<file path="src/rtl/led_pattern_if.sv">
// LED pattern I/O bundle: raw mode button in, five LED drives out.
// slave = the pattern block, master = whatever drives the button.
interface led_pattern_if;
  logic btn;
  logic LED0;
  logic LED1;
  logic LED2;
  logic LED3;
  logic LED4;

  modport master (
    output btn,
    input  LED0, LED1, LED2, LED3, LED4
  );

  modport slave (
    input  btn,
    output LED0, LED1, LED2, LED3, LED4
  );
endinterface

</file>
<file path="src/rtl/led_pattern.sv">
// Five-LED pattern generator: debounced button cycles through
// STATIC, COUNT, SCAN and BLINK; a prescaler paces the steps.
module led_pattern #(
  parameter int unsigned DIV = 3000000,
  parameter int unsigned DEB = 120000
) (
  input  logic    clk,
  input  logic    rstn,
  led_pattern_if.slave io
);

  typedef enum logic [1:0] {
    STATIC = 2'd0,
    COUNT  = 2'd1,
    SCAN   = 2'd2,
    BLINK  = 2'd3
  } mode_e;

  localparam logic [23:0] DIV_M1 = 24'(DIV - 1);
  localparam logic [19:0] DEB_M1 = 20'(DEB - 1);
  localparam logic [4:0]  STATIC_PAT = 5'b10111;

  logic        s1_q, s2_q;
  logic        lvl_q, lvl_d;
  logic [19:0] dcnt_q, dcnt_d;
  logic        press;
  logic [23:0] pre_q, pre_d;
  logic        tick;
  mode_e       mode_q, mode_d;
  logic [4:0]  cnt_q, cnt_d;
  logic [2:0]  pos_q, pos_d;
  logic        dn_q, dn_d;
  logic        blink_q, blink_d;
  logic [4:0]  led_q, led_d;

  always_comb begin
    lvl_d  = lvl_q;
    dcnt_d = '0;
    press  = 1'b0;
    // level flips on the DEB-th consecutive differing sample
    if (s2_q != lvl_q) begin
      if (dcnt_q == DEB_M1) begin
        lvl_d = s2_q;
        press = s2_q;
      end else begin
        dcnt_d = dcnt_q + 20'd1;
      end
    end
  end

  assign tick  = (pre_q == DIV_M1);
  assign pre_d = (press || tick) ? 24'd0
                                 : pre_q + 24'd1;

  always_comb begin
    mode_d  = mode_q;
    cnt_d   = cnt_q;
    pos_d   = pos_q;
    dn_d    = dn_q;
    blink_d = blink_q;
    if (press) begin
      mode_d  = mode_e'(mode_q + 2'd1);
      cnt_d   = '0;
      pos_d   = '0;
      dn_d    = 1'b0;
      blink_d = 1'b1;
    end else if (tick) begin
      unique case (mode_q)
        COUNT: cnt_d = cnt_q + 5'd1;
        SCAN: begin
          if (!dn_q) begin
            if (pos_q == 3'd4) begin
              pos_d = 3'd3;
              dn_d  = 1'b1;
            end else begin
              pos_d = pos_q + 3'd1;
            end
          end else if (pos_q == 3'd0) begin
            pos_d = 3'd1;
            dn_d  = 1'b0;
          end else begin
            pos_d = pos_q - 3'd1;
          end
        end
        BLINK:   blink_d = ~blink_q;
        default: ;
      endcase
    end
  end

  always_comb begin
    led_d = STATIC_PAT;
    unique case (mode_d)
      STATIC:  led_d = STATIC_PAT;
      COUNT:   led_d = cnt_d;
      SCAN:    led_d = 5'd1 << pos_d;
      BLINK:   led_d = {5{blink_d}};
      default: led_d = STATIC_PAT;
    endcase
  end

  always_ff @(posedge clk or negedge rstn) begin
    if (!rstn) begin
      s1_q    <= 1'b0;
      s2_q    <= 1'b0;
      lvl_q   <= 1'b0;
      dcnt_q  <= '0;
      pre_q   <= '0;
      mode_q  <= STATIC;
      cnt_q   <= '0;
      pos_q   <= '0;
      dn_q    <= 1'b0;
      blink_q <= 1'b1;
      led_q   <= STATIC_PAT;
    end else begin
      s1_q    <= io.btn;
      s2_q    <= s1_q;
      lvl_q   <= lvl_d;
      dcnt_q  <= dcnt_d;
      pre_q   <= pre_d;
      mode_q  <= mode_d;
      cnt_q   <= cnt_d;
      pos_q   <= pos_d;
      dn_q    <= dn_d;
      blink_q <= blink_d;
      led_q   <= led_d;
    end
  end

  assign io.LED0 = led_q[0];
  assign io.LED1 = led_q[1];
  assign io.LED2 = led_q[2];
  assign io.LED3 = led_q[3];
  assign io.LED4 = led_q[4];

endmodule

</file>
<file path="src/flat_wrapper.sv">
// flat-port wrapper written by rule: the top's interface ports become plain ports
module led_pattern_flat 
#(
  parameter int unsigned DIV = 3000000,
  parameter int unsigned DEB = 120000
)
  (clk, rstn, io_btn, io_LED0, io_LED1, io_LED2, io_LED3, io_LED4);
  led_pattern_if io_i ();
  input  logic clk;
  input  logic rstn;
  input wire logic [$bits(io_i.btn)-1:0] io_btn;
  output wire logic [$bits(io_i.LED0)-1:0] io_LED0;
  output wire logic [$bits(io_i.LED1)-1:0] io_LED1;
  output wire logic [$bits(io_i.LED2)-1:0] io_LED2;
  output wire logic [$bits(io_i.LED3)-1:0] io_LED3;
  output wire logic [$bits(io_i.LED4)-1:0] io_LED4;
  assign io_i.btn = io_btn;
  assign io_LED0 = io_i.LED0;
  assign io_LED1 = io_i.LED1;
  assign io_LED2 = io_i.LED2;
  assign io_LED3 = io_i.LED3;
  assign io_LED4 = io_i.LED4;
  led_pattern #(.DIV(DIV), .DEB(DEB)) u_core (.clk(clk), .rstn(rstn), .io(io_i));
endmodule
</file>
<file path="config.mk">
export PLATFORM = sky130hd
export DESIGN_NAME = led_pattern_flat
export DESIGN_NICKNAME = d
export VERILOG_FILES = /design/src/rtl/led_pattern_if.sv /design/src/rtl/led_pattern.sv /design/src/flat_wrapper.sv
export SDC_FILE = /design/constraint.sdc
export NUM_CORES = 1
export LEC_CHECK = 0
export BUFFER_PORTS_ARGS = -buffer_cell sky130_fd_sc_hd__buf_2
export CAP_MARGIN = 25
export CORE_MARGIN = 4
export CORE_UTILIZATION = 57
export CTS_CLUSTER_DIAMETER = 100
export DETAILED_ROUTE_END_ITERATION = 6
export GPL_TIMING_DRIVEN = 0
export HOLD_SLACK_MARGIN = 0.05
export PLACE_DENSITY = 0.77
export SYNTH_ARGS = -nofsm -noshare
export SYNTH_HDL_FRONTEND = slang
export SYNTH_SLANG_ARGS = --single-unit
</file>
<file path="constraint.sdc">
create_clock -name clk -period 3.27 [get_ports clk]
set_input_delay 0.654 -clock clk [delete_from_list [all_inputs] [get_ports clk]]
set_output_delay 0.654 -clock clk [all_outputs]
set_load 0.01 [all_outputs]
</file>
* Yosys cells after proc, flatten, opt, wreduce, memory -nomap -nowiden
Cells that the tools add are included.
** Cells by class
- Mux-type cells :: 25
- Reduce and logical (&&, ||, !) cells :: 7
- $add $sub $neg :: 6
- Shifts and indexed selects :: 1
- Equality and inequality tests :: 10
- Bitwise logic cells :: 1
** Operators by type and width (number)
- $mux W20 :: 2
- $add A24 B1 Y24 const B :: 1
- $eq A24 B22 Y1 const B :: 1
- $mux W24 :: 1
- $add A20 B1 Y20 const B :: 1
- $eq A20 B17 Y1 const B :: 1
- $pmux W5 S4 :: 1
- $mux W3 :: 6
- $mux W5 :: 3
- $mux W1 :: 11
- $eq A2 B2 Y1 const B :: 4
- $add A5 B1 Y5 const B :: 1
- $shl A1 B3 Y5 const A :: 1
- $eq A2 B1 Y1 const B :: 2
- $reduce_and A2 Y1 :: 2
- $reduce_bool A2 Y1 :: 2
- $add A3 B1 Y3 const B :: 1
- $eq A3 B3 Y1 const B :: 1
- $logic_not A3 Y1 :: 1
- $sub A3 B1 Y3 const B :: 1
- $add A2 B1 Y2 const B :: 1
- $logic_not A2 Y1 :: 1
- $mux W2 :: 1
- $logic_or A1 B1 Y1 :: 1
- 2 further kinds :: 2
** Word-level totals
- Input bits :: 3
- Output and inout port bits :: 5
- Register bits :: 64
- Word-level logic and storage cells :: 61

* Logic depth before layout (Yosys ltp)
Gate-level depths: netlist (run 1).
- Word-level depth :: 8
- Mapped depth :: 10
- Gate-level depth less buffers :: 8

* Least setup slack after synthesis (run 1)
Ideal clock, no wire load.
- Path type :: flip-flop to flip-flop
- Start :: register u_core.dcnt_q[6]
- End :: register u_core.led_q[2]
- Arrival :: 2.395 ns
- Setup time :: 0.084 ns
- Buffers on the path :: 0
- Data required time :: 3.186 ns
- Period minus slack after synthesis :: 2.479 ns
- Stages on the path, launching flop included :: 7
- Slack :: 0.791 ns
- Cell sequence :: dfrtp_1 > or4_1 > or4_4 > or3_4 > nand2_2 > a32oi_2 > a311o_1
** Between the ends
- Cells in the longest elaborated chain, start to end :: 6
- Elaborated cells on any way between the ends :: 13
- Classes of those cells :: eq/ne (4); shift (1); mux (7); reduce/logical (1)
** RTL lines
- start, declared :: line led_pattern.sv:25 : logic [19:0] dcnt_q, dcnt_d;
- start signal, assigned :: line led_pattern.sv:119 : dcnt_q <= dcnt_d;
- $eq A20 B17 Y1 * :: line led_pattern.sv:42 : if (dcnt_q == DEB_M1) begin
- $mux W1 * :: line led_pattern.sv:42
- $mux W1 * :: line led_pattern.sv:41 : if (s2_q != lvl_q) begin
- $mux W2 or $mux W3 (tied branches) :: line led_pattern.sv:61 : if (press) begin
- $eq A2 B2 Y1 (tied with other cells) :: line led_pattern.sv:93 : unique case (mode_d)
- $pmux W5 S4 * :: line led_pattern.sv:93
- net u_core.led_d[2] :: line led_pattern.sv:34 : logic [4:0] led_q, led_d;
- end signal, assigned :: line led_pattern.sv:126 : led_q <= led_d;
- end, declared :: line led_pattern.sv:34
The timed path passes the listed nets; every way through them passes the cells marked *.
A chain may end at the register's enable or synchronous reset.

* Worst setup path after layout (run 1)
- Start :: register u_core.dcnt_q[6]
- End :: register u_core.pre_q[23]
** Between the ends
- Cells in the longest elaborated chain, start to end :: 5
** RTL lines
- $eq A20 B17 Y1 :: line led_pattern.sv:42
- $mux W1 :: line led_pattern.sv:42
- $mux W1 :: line led_pattern.sv:41
- $logic_or A1 B1 Y1 :: line led_pattern.sv:52 : assign pre_d = (press || tick) ? 24'd0
- $mux W24 :: line led_pattern.sv:52
- net u_core.pre_d[23] :: line led_pattern.sv:27 : logic [23:0] pre_q, pre_d;
- end signal, assigned :: line led_pattern.sv:120 : pre_q <= pre_d;
- end, declared :: line led_pattern.sv:27
The timed path passes the listed nets, and every way through them passes these cells.

==> results.yml, run 1 <==
synth:
  synth_edf_count: 0
  synth_area_per_cell_um2: 9.748
  synthArstFlopShare: 1.000
  yosysMostFrequentCell: "dfrtp_1"
  ys_warn_count: 0
  syn_area_um2: 3402
  synth_top_cell_area_share: 0.4340
  post_synth_mux_area_share: 0.009195
  synth-compound-area-share: 0.07245
  synth_top_family_by_area: "simple AND/OR/NAND/NOR gates"
  synth-xor-area-share: 0.1081
  synthesis.nets: 361
  synthTopCellsByCount: "dfrtp_1 (59), nor2_1 (55), xor2_1 (29)"
  ys_seq_area_frac: 0.4726
  synthCells: 349
  synth_cell_types: 56
  yosys.area_share.adder: 0.03310
  ys_ff_latch: 64
  synth_simple_gate_area_frac: 0.2751
  synth.largest_area_cell: "dfrtp_1"
  synth_area_leaders: "dfrtp_1 (43%), xor2_1 (7.5%), nor2_1 (6.1%)"
  synth_flop_cell: "dfrtp_1"
timing:
  slew_headroom: 0.2643
  finalCritPeriodShare: 0.8213
  setup_tns_ns: 0
  fmax_mhz: 372.4
  slew_violations: 0
  timing.final.hold_violations: 0
  finClkSkew_ns: 0.008701
  rsz0062_at_grt: "false"
  period_minus_slack_ns: 2.686
  setup_viol: 0
  worst_slew_pin_slew_ns: 1.094
cts:
  hold_buffers: 0
  cts_tree: "built"
  cts_resized: 0
  cts_made_buffers: 9
  cts_buffer_depth: 2
  clk_latency_ns: 0.35
  cts-root-buf: "clkbuf_8"
  h-tree-depth: 3
  cts_num_sinks: 64
  post_cts_buffers: 0
  path_clk_slew_ns: 0.08
detailed_routing:
  drtIter0Drc: 134
  post_drt_wl_per_cell_um: 15.66
  num_vias: 2610
  final_antenna_net_count: 0
  drt_first_pass_iters: 5
  routed_via_density: 5.865
  wirelength_mm: 6.970
  drc: 0
power:
  leakagePower_nw: 1.715
  irDropWorstVdd_uv: 311.0
  power_density_nw_per_um2: 404.1
die:
  pin_count: 8
  placement_rows: 27
  die_w_um: 85.26
  core_area_um2: 5642
  dieArea_um2: 7268
  die_h_um: 85.26
  start_util: 0.6030
worst_setup_path:
  crit_fanout: 10
  crit_chain: "or4_1 > or4_4 > or3_4 > nand2_1 > buf_2 > nor2_1"
  startpoint: "u_core.dcnt_q[6]"
  critPathSlowestCell: "or4_4"
  start_kind: "flop"
  critPathRequiredTime_ns: 3.50
  cp_data_arrival_time_ns: 2.92
  crit_path_end_kind: "flop"
  timing.rr.start: "u_core.dcnt_q[6]"
  critical_path_class: "reg2reg"
  cpPeakStageDelay_ns: 0.56
final_layout:
  layout.nets: 380
  final_cells: 445
  area_growth_pct: 10.00
  drive_gt1_frac: 0.1367
  antenna_cells: 0
place:
  dp_cells: 429
  gp_congestion: 0.8369
  dp_hpwl_mm: 4.876
  port_buffers: 7
grt:
  grtUsageTotal: 0.2160
  grt_pass1_vias: 2702
  grt_max_degree: 37
  antenna_found_initial: 0
  overflow: 0
  grt_first_pass_wirelength_mm: 12.58
flow_run:
  drv_cap: 0
status:
  status: "completed"
hold_path:
  min_path_type: "in2async"
==> area by class of cell <==
type	instances	area (µm²)
Multi-Input combinational cell	264	1694
Fill cell	438	1899
Tap cell	72	90.09
Clock buffer	9	123.9
Timing Repair Buffer	8	55.05
Buffer	12	66.31
Sequential cell	64	1608
Clock inverter	7	71.32
Inverter	9	33.78
==> worst max-delay path: cells and delay by family (launching register included) <==
| kind | cells | cell delay, ns |
|---|---|---|
| simple gates | 5 | 1.84 |
| flops | 1 | 0.45 |
| buf+inv | 1 | 0.28 |
==> cell usage in the layout (no fill, tap or decap), types with 6 or more instances in the layout <==
cell type / count
xnor2_1: 13
nand2_1: 27
nor4_1: 6
inv_1: 9
and3_1: 14
ha_1: 9
o21ai_0: 7
xor2_1: 29
dfrtp_1: 59
nor2_1: 55
a21oi_1: 7
clkbuf_1: 6
clkbuf_8: 10
nand3_1: 19
buf_2: 10
nand4_1: 14
==> routing by layer <==
| layer | up-vias | track usage | wire (µm) |
|---|---|---|---|
| li1 | 1259 | - | - |
| met1 | 1271 | 0.2789 | 3088 |
| met2 | 67 | 0.3468 | 3436 |
| met3 | 13 | 0.05146 | 324 |
| met4 | 0 | 0.09209 | 120 |
| met5 | - | 0 | 0 |
==> report_power, final <==
part	total, mW	switching, mW	internal (mW)
Clock	0.682	0.331	0.351
Combinational	0.0309	0.0232	0.00769
Sequential	0.799	0.00356	0.796
Total	1.51	0.358	1.15
==> cells by family after synthesis <==
group           count (synthesis)
flops                          64
compound gates                 33
mux                             3
fa+ha+maj                       9
buf+inv                        21
simple gates                  177
xor+xnor                       42
==> final timing paths <==
| path | slack [ns] | cells past startpoint | to |
|---|---|---|---|
| max in group asynchronous | 2.25 | 2 | u_core.blink_q |
| setup / recovery | 0.58 | 6 | u_core.pre_q[23] |
| hold reg to reg | 0.37 | 0 | u_core.s2_q |
| hold / removal | 0.34 | 1 | u_core.pre_q[11] |
| setup reg to reg | 0.58 | 6 | u_core.pre_q[23] |
| min in group clk | 0.37 | 0 | u_core.s2_q |
==> sequential cells by signal (all words and copies together), names as in the netlist <==
| name | cells |
|---|---|
| u_core.lvl_q | 1 |
| u_core.pos_q | 3 |
| u_core.mode_q | 2 |
| u_core.s1_q | 1 |
| u_core.s2_q | 1 |
| u_core.dcnt_q | 20 |
| u_core.pre_q | 24 |
| u_core.cnt_q | 5 |
| u_core.led_q | 5 |
| u_core.dn_q | 1 |
| u_core.blink_q | 1 |
==> per-stage QoR <==
| step | total power, mW | utilization | worst slack, ns | hold WS (ns) | cell area, µm² |
|---|---|---|---|---|---|
| after floorplan | 0.8230 | - | 0.7910 | 0.3312 | 3402 |
| after global placement | 0.8422 | 0.6252 | 0.5850 | 0.3432 | 3527 |
| after detailed placement | 0.8466 | 0.6287 | 0.6052 | 0.3557 | 3547 |
| after CTS | 1.525 | 0.6633 | 0.5799 | 0.3637 | 3742 |
| after global routing | 1.565 | 0.6633 | 0.3955 | 0.3786 | 3742 |
| final | 1.512 | 0.6633 | 0.5844 | 0.3379 | 3742 |
Power figures use the tool's default switching activity.
==> inputs of run 2 (changes only) <==
- clock period: 3.27 -> 2.6 ns (I/O delays scaled with it)
==> results.yml, run 2 (synthesis gave the netlist of run 1 again) <==
final_layout:
  final_cell_mix: "dfrtp_1 (58), nor2_1 (55), xor2_1 (29)"
  utilization: 0.6840
  design_area_um2: 3859
  drive_gt1_frac: 0.1622
  top_regs: "u_core.pre_q (24), u_core.dcnt_q (20)"
  n_fill_cell: 417
  layout.nets: 383
  antenna_cells: 0
  multi_input_area_um2: 1758
  final_common_cell: "dfrtp_1"
  regArea_um2: 1609
  area_growth_pct: 13.42
  top_register: "u_core.pre_q"
  largest_reg_flops: 24
detailed_routing:
  post_drt_wl_per_cell_um: 15.85
  drc: 0
  final_antenna_net_count: 0
  num_vias: 2668
  drt_first_pass_iters: 4
  wirelength_mm: 7.100
  drtIter0Drc: 118
  routed_via_density: 5.955
flow_run:
  drv_cap: 0
die:
  dieArea_um2: 7268
  placement_rows: 27
  start_util: 0.6030
  die_h_um: 85.26
  core_area_um2: 5642
  die_w_um: 85.26
  pin_count: 8
worst_setup_path:
  critPathSlowestCell: "or4_4"
  start_kind: "flop"
  reg2regPathDepth: 6
  critical_path_class: "reg2reg"
  critPathRequiredTime_ns: 2.88
  cpPeakStageDelay_ns: 0.58
  r2r-end: "u_core.led_q[2]"
  critical-path-top-delay-family: "simple AND/OR/NAND/NOR gates"
  cp_num_buf_inv: 0
  cp_data_arrival_time_ns: 2.82
  crit_chain: "or4b_1 > or4_4 > or3_4 > nand2_4 > a32oi_4 > a311o_1"
  crit_fanout: 6
  timing.rr.start: "u_core.dcnt_q[8]"
  crit_path_end_kind: "flop"
  r2r_setup_slack_ns: 0.06
hold_path:
  min_path_type: "in2async"
timing:
  rsz0062_at_grt: "false"
  setup_slack_ns: 0.05676
  fmax_mhz: 393.2
  timing.final.hold_violations: 0
  setup_viol: 0
  period_minus_slack_ns: 2.543
  hold-worst-slack_ns: 0.2077
  slew_violations: 0
  slew_headroom: 0.5480
  finalCritPeriodShare: 0.9782
  finClkSkew_ns: 0.008531
  worst_slew_pin_slew_ns: 0.6781
power:
  leakagePower_nw: 1.755
  power_density_nw_per_um2: 492.7
  irDropWorstVdd_uv: 383.7
  p_total_mw: 1.901
grt:
  grt_first_pass_wirelength_mm: 12.61
  grtUsageTotal: 0.2164
  antenna_found_initial: 0
  overflow: 0
  grt_max_degree: 37
  grt_pass1_vias: 2713
cts:
  cts_num_sinks: 64
  cts_tree: "built"
  cts_buffer_depth: 2
  hold_buffers: 0
  cts-root-buf: "clkbuf_8"
  clk_latency_ns: 0.35
  path_clk_slew_ns: 0.08
  cts_made_buffers: 9
  h-tree-depth: 3
place:
  dp_hpwl_mm: 4.876
  port_buffers: 7
  dpl_cell_area_um2: 3547
  pre_cts_slack_ns: -0.06483
  gp_congestion: 0.8369
status:
  status: "completed"
## run 2: cell count changes in the layout (fill, tap and decap cells not counted), moves of 2 or more
cell     delta
nand2_1     -2
buf_4       +3
buf_6       +2
buf_2       -2
## run 2: cell type report
type / instances / area share
Multi-Input combinational cell: 264 / 0.4556
Clock inverter: 7 / 0.01848
Timing Repair Buffer: 12 / 0.02529
Buffer: 11 / 0.01946
Inverter: 9 / 0.008755
Tap cell: 72 / 0.02335
Clock buffer: 9 / 0.03210
Sequential cell: 64 / 0.4170
## run 2: power by group
group,internal (mW),switching [mW],total (mW),leakage (nW)
Sequential,1.00,0.00459,1.01,0.854
Combinational,0.00985,0.0297,0.0395,0.810
Clock,0.442,0.415,0.856,0.0916
Total,1.45,0.449,1.90,1.76
## run 2: metrics by stage
stage          setup TNS (ns)  std cells
2_1_floorplan               0        349
3_3_place_gp           -1.225        428
3_5_place_dp           -1.143        429
4_1_cts                     0        445
5_1_grt                     0        448
6_report                    0        448
## run 2: repair_timing
action	CTS	global route
setup endpoints to repair	35	19
pin swaps	3	2
resized for setup	8	7
endpoints found under the hold margin	0	0
buffers inserted	0	4
## run 2: worst max-delay path by stage
stage,start,to,slack (ns),cells past startpoint
2_1_floorplan,u_core.dcnt_q[6],u_core.led_q[2],0.12,6
3_3_place_gp,u_core.dcnt_q[6],u_core.led_q[0],-0.08,7
3_5_place_dp,u_core.dcnt_q[6],u_core.pre_q[21],-0.06,6
4_1_cts,u_core.dcnt_q[8],u_core.led_q[2],0.01,6
5_1_grt,u_core.dcnt_q[9],u_core.led_q[2],0.004,6
6_report,u_core.dcnt_q[8],u_core.led_q[2],0.06,6
## run 2: metal layers
layer	part of all wire	track usage	vias to the layer above
li1	-	-	1268
met1	0.46	0.2783	1313
met2	0.48	0.3468	71
met3	0.041	0.05437	16
met4	0.019	0.09209	0
met5	0	0	-
==> inputs of run 3 (changes only) <==
- ABC_AREA: not set -> 1
- PLACE_DENSITY: 0.77 -> 0.76
==> results.yml, run 3 <==
cts:
  cts-root-buf: "clkbuf_8"
  clk_latency_ns: 0.34
  path_clk_slew_ns: 0.07
  hold_buffers: 0
  cts_made_buffers: 9
  cts_resized: 0
  cts_num_sinks: 64
  cts_tree: "built"
  post_cts_buffers: 0
  cts_buffer_depth: 2
  h-tree-depth: 3
die:
  die_w_um: 91.90
  dieArea_um2: 8446
  die_h_um: 91.90
  start_util: 0.5874
  pin_count: 8
  core_area_um2: 6832
  placement_rows: 30
synth:
  ys_ff_latch: 64
  yosysMostFrequentCell: "nand2_1"
  syn_area_um2: 4013
  synth_area_per_cell_um2: 7.776
  synth_edf_count: 0
  synthTopCellsByCount: "nand2_1 (107), nor2_1 (87), inv_1 (61)"
  synthArstFlopShare: 1.000
  synth_top_cell_area_share: 0.3679
  synthCells: 516
  synth.largest_area_cell: "dfrtp_1"
  synth_area_leaders: "dfrtp_1 (37%), nand2_1 (10%), nor2_1 (8.1%)"
  synth_cell_types: 40
  ys_seq_area_frac: 0.4007
  ys_warn_count: 0
  synth_flop_cell: "dfrtp_1"
  synthesis.nets: 528
power:
  switching_share: 0.2223
  pwr-share-comb: 0.023
  irDropWorstVdd_uv: 263.5
  power_density_nw_per_um2: 421.8
  p_seq_frac: 0.545
  leakagePower_nw: 2.064
  p_sw_mw: 0.4100
  power_frac_clock: 0.432
  p_int_mw: 1.435
  p_total_mw: 1.845
place:
  pre_cts_slack_ns: 0.6507
  gp_congestion: 0.9040
  port_buffers: 7
  dp_cells: 620
  dp_hpwl_mm: 6.214
final_layout:
  n_fill_cell: 600
  largest_reg_flops: 24
  final_cell_mix: "nand2_1 (107), nor2_1 (87), inv_1 (61)"
  drive_gt1_frac: 0.1704
  final_common_cell: "nand2_1"
  layout.nets: 547
  antenna_cells: 0
  area_growth_pct: 8.980
  final_cells: 636
  top_register: "u_core.pre_q"
  top_regs: "u_core.pre_q (24), u_core.dcnt_q (20)"
worst_setup_path:
  crit_chain: "ha_1 > nand3_1 > nor2_4 > nand4_4 > nand2_2 > buf_4 > nor2_1"
  crit_path_end_kind: "flop"
  cpPeakStageDelay_ns: 0.37
  cp_num_buf_inv: 1
  start_kind: "flop"
  critPathRequiredTime_ns: 2.82
  critical-path-top-delay-family: "simple AND/OR/NAND/NOR gates"
  startpoint: "u_core.pre_q[0]"
  crit_fanout: 10
  timing.rr.start: "u_core.pre_q[0]"
  critPathSlowestCell: "dfrtp_1"
  cp_data_arrival_time_ns: 2.15
  critical_path_class: "reg2reg"
timing:
  setup_slack_ns: 0.6685
  period_minus_slack_ns: 1.932
  fmax_mhz: 517.7
  setup_tns_ns: 0
  slew_violations: 0
  finalCritPeriodShare: 0.7429
  rsz0062_at_grt: "false"
  slew_headroom: 0.5835
  hold-worst-slack_ns: 0.1899
  timing.final.hold_violations: 0
  setup_viol: 0
  finClkSkew_ns: 0.008097
  worst_slew_pin_slew_ns: 0.6247
hold_path:
  min_path_type: "in2async"
grt:
  antenna_found_initial: 0
  grtUsageTotal: 0.2115
  grt_max_degree: 39
  grt_first_pass_wirelength_mm: 14.50
  grt_pass1_vias: 3274
  overflow: 0
detailed_routing:
  routed_via_density: 5.226
  drtIter0Drc: 212
  final_antenna_net_count: 0
  drt_first_pass_iters: 4
  drc: 0
  num_vias: 3324
  wirelength_mm: 8.173
  post_drt_wl_per_cell_um: 12.85
status:
  status: "completed"
flow_run:
  drv_cap: 0
## run 3: path summary, 6_finish.rpt
path	to	slack (ns)	cells after the start
max	u_core.pre_q[19]	0.67	7
min	u_core.pre_q[10]	0.19	1
max reg2reg	u_core.pre_q[19]	0.67	7
min reg2reg	u_core.s2_q	0.37	0
max in group asynchronous	u_core.blink_q	1.73	2
min in group clk	u_core.s1_q	0.29	1
## run 3: kinds of logic after synthesis
family	after synthesis	synth area share
AO/OA/AOI/OAI	29	0.03991
XOR/XNOR	26	0.05675
adder cells (fa/ha/maj)	9	0.02806
buffers and inverters	72	0.06860
flip-flops	64	0.4007
AND/OR/NAND/NOR	316	0.4060
## run 3: power groups by stage
stage / clock network (mW) / logic, mW / registers [mW]
after floorplan: 0 / 0.0147 / 1.02
after global placement: 0 / 0.0394 / 1.02
after detailed placement: 0 / 0.0454 / 1.02
after CTS: 0.812 / 0.0454 / 1.00
after global routing: 0.867 / 0.0500 / 1.00
final: 0.797 / 0.0429 / 1.00
## run 3: worst reg2reg max path, delay by kind of cell, from the launching register on
family | cells | cell delay, ns
simple gates | 5 | 1.02
flops | 1 | 0.37
buf+inv | 1 | 0.23
fa+ha+maj | 1 | 0.21
## run 3: area by class of cell
cell class	count	area, µm²	area share
clock inverter	2	12.51	0.002861
inverter	69	259.0	0.05923
clock buffer	14	172.7	0.03949
tap	96	120.1	0.02747
buffer	3	16.27	0.003720
timing repair buffer	8	55.05	0.01259
multi-input combinational	380	2130	0.4870
sequential	64	1608	0.3677
## run 3: metrics by stage
step                        util  instance area (µm²)
after CTS                 0.6401                 4373
after detailed placement  0.6130                 4188
after global routing      0.6401                 4373
final                     0.6401                 4373
after global placement    0.6101                 4168
after floorplan                -                 4013
## run 3: layer usage
layer,vias up,GRT usage,routed length [µm]
li1,1678,-,-
met1,1564,0.2840,3890
met2,61,0.3394,3824
met3,21,0.03938,287
met4,0,0.08168,170
met5,-,0,0
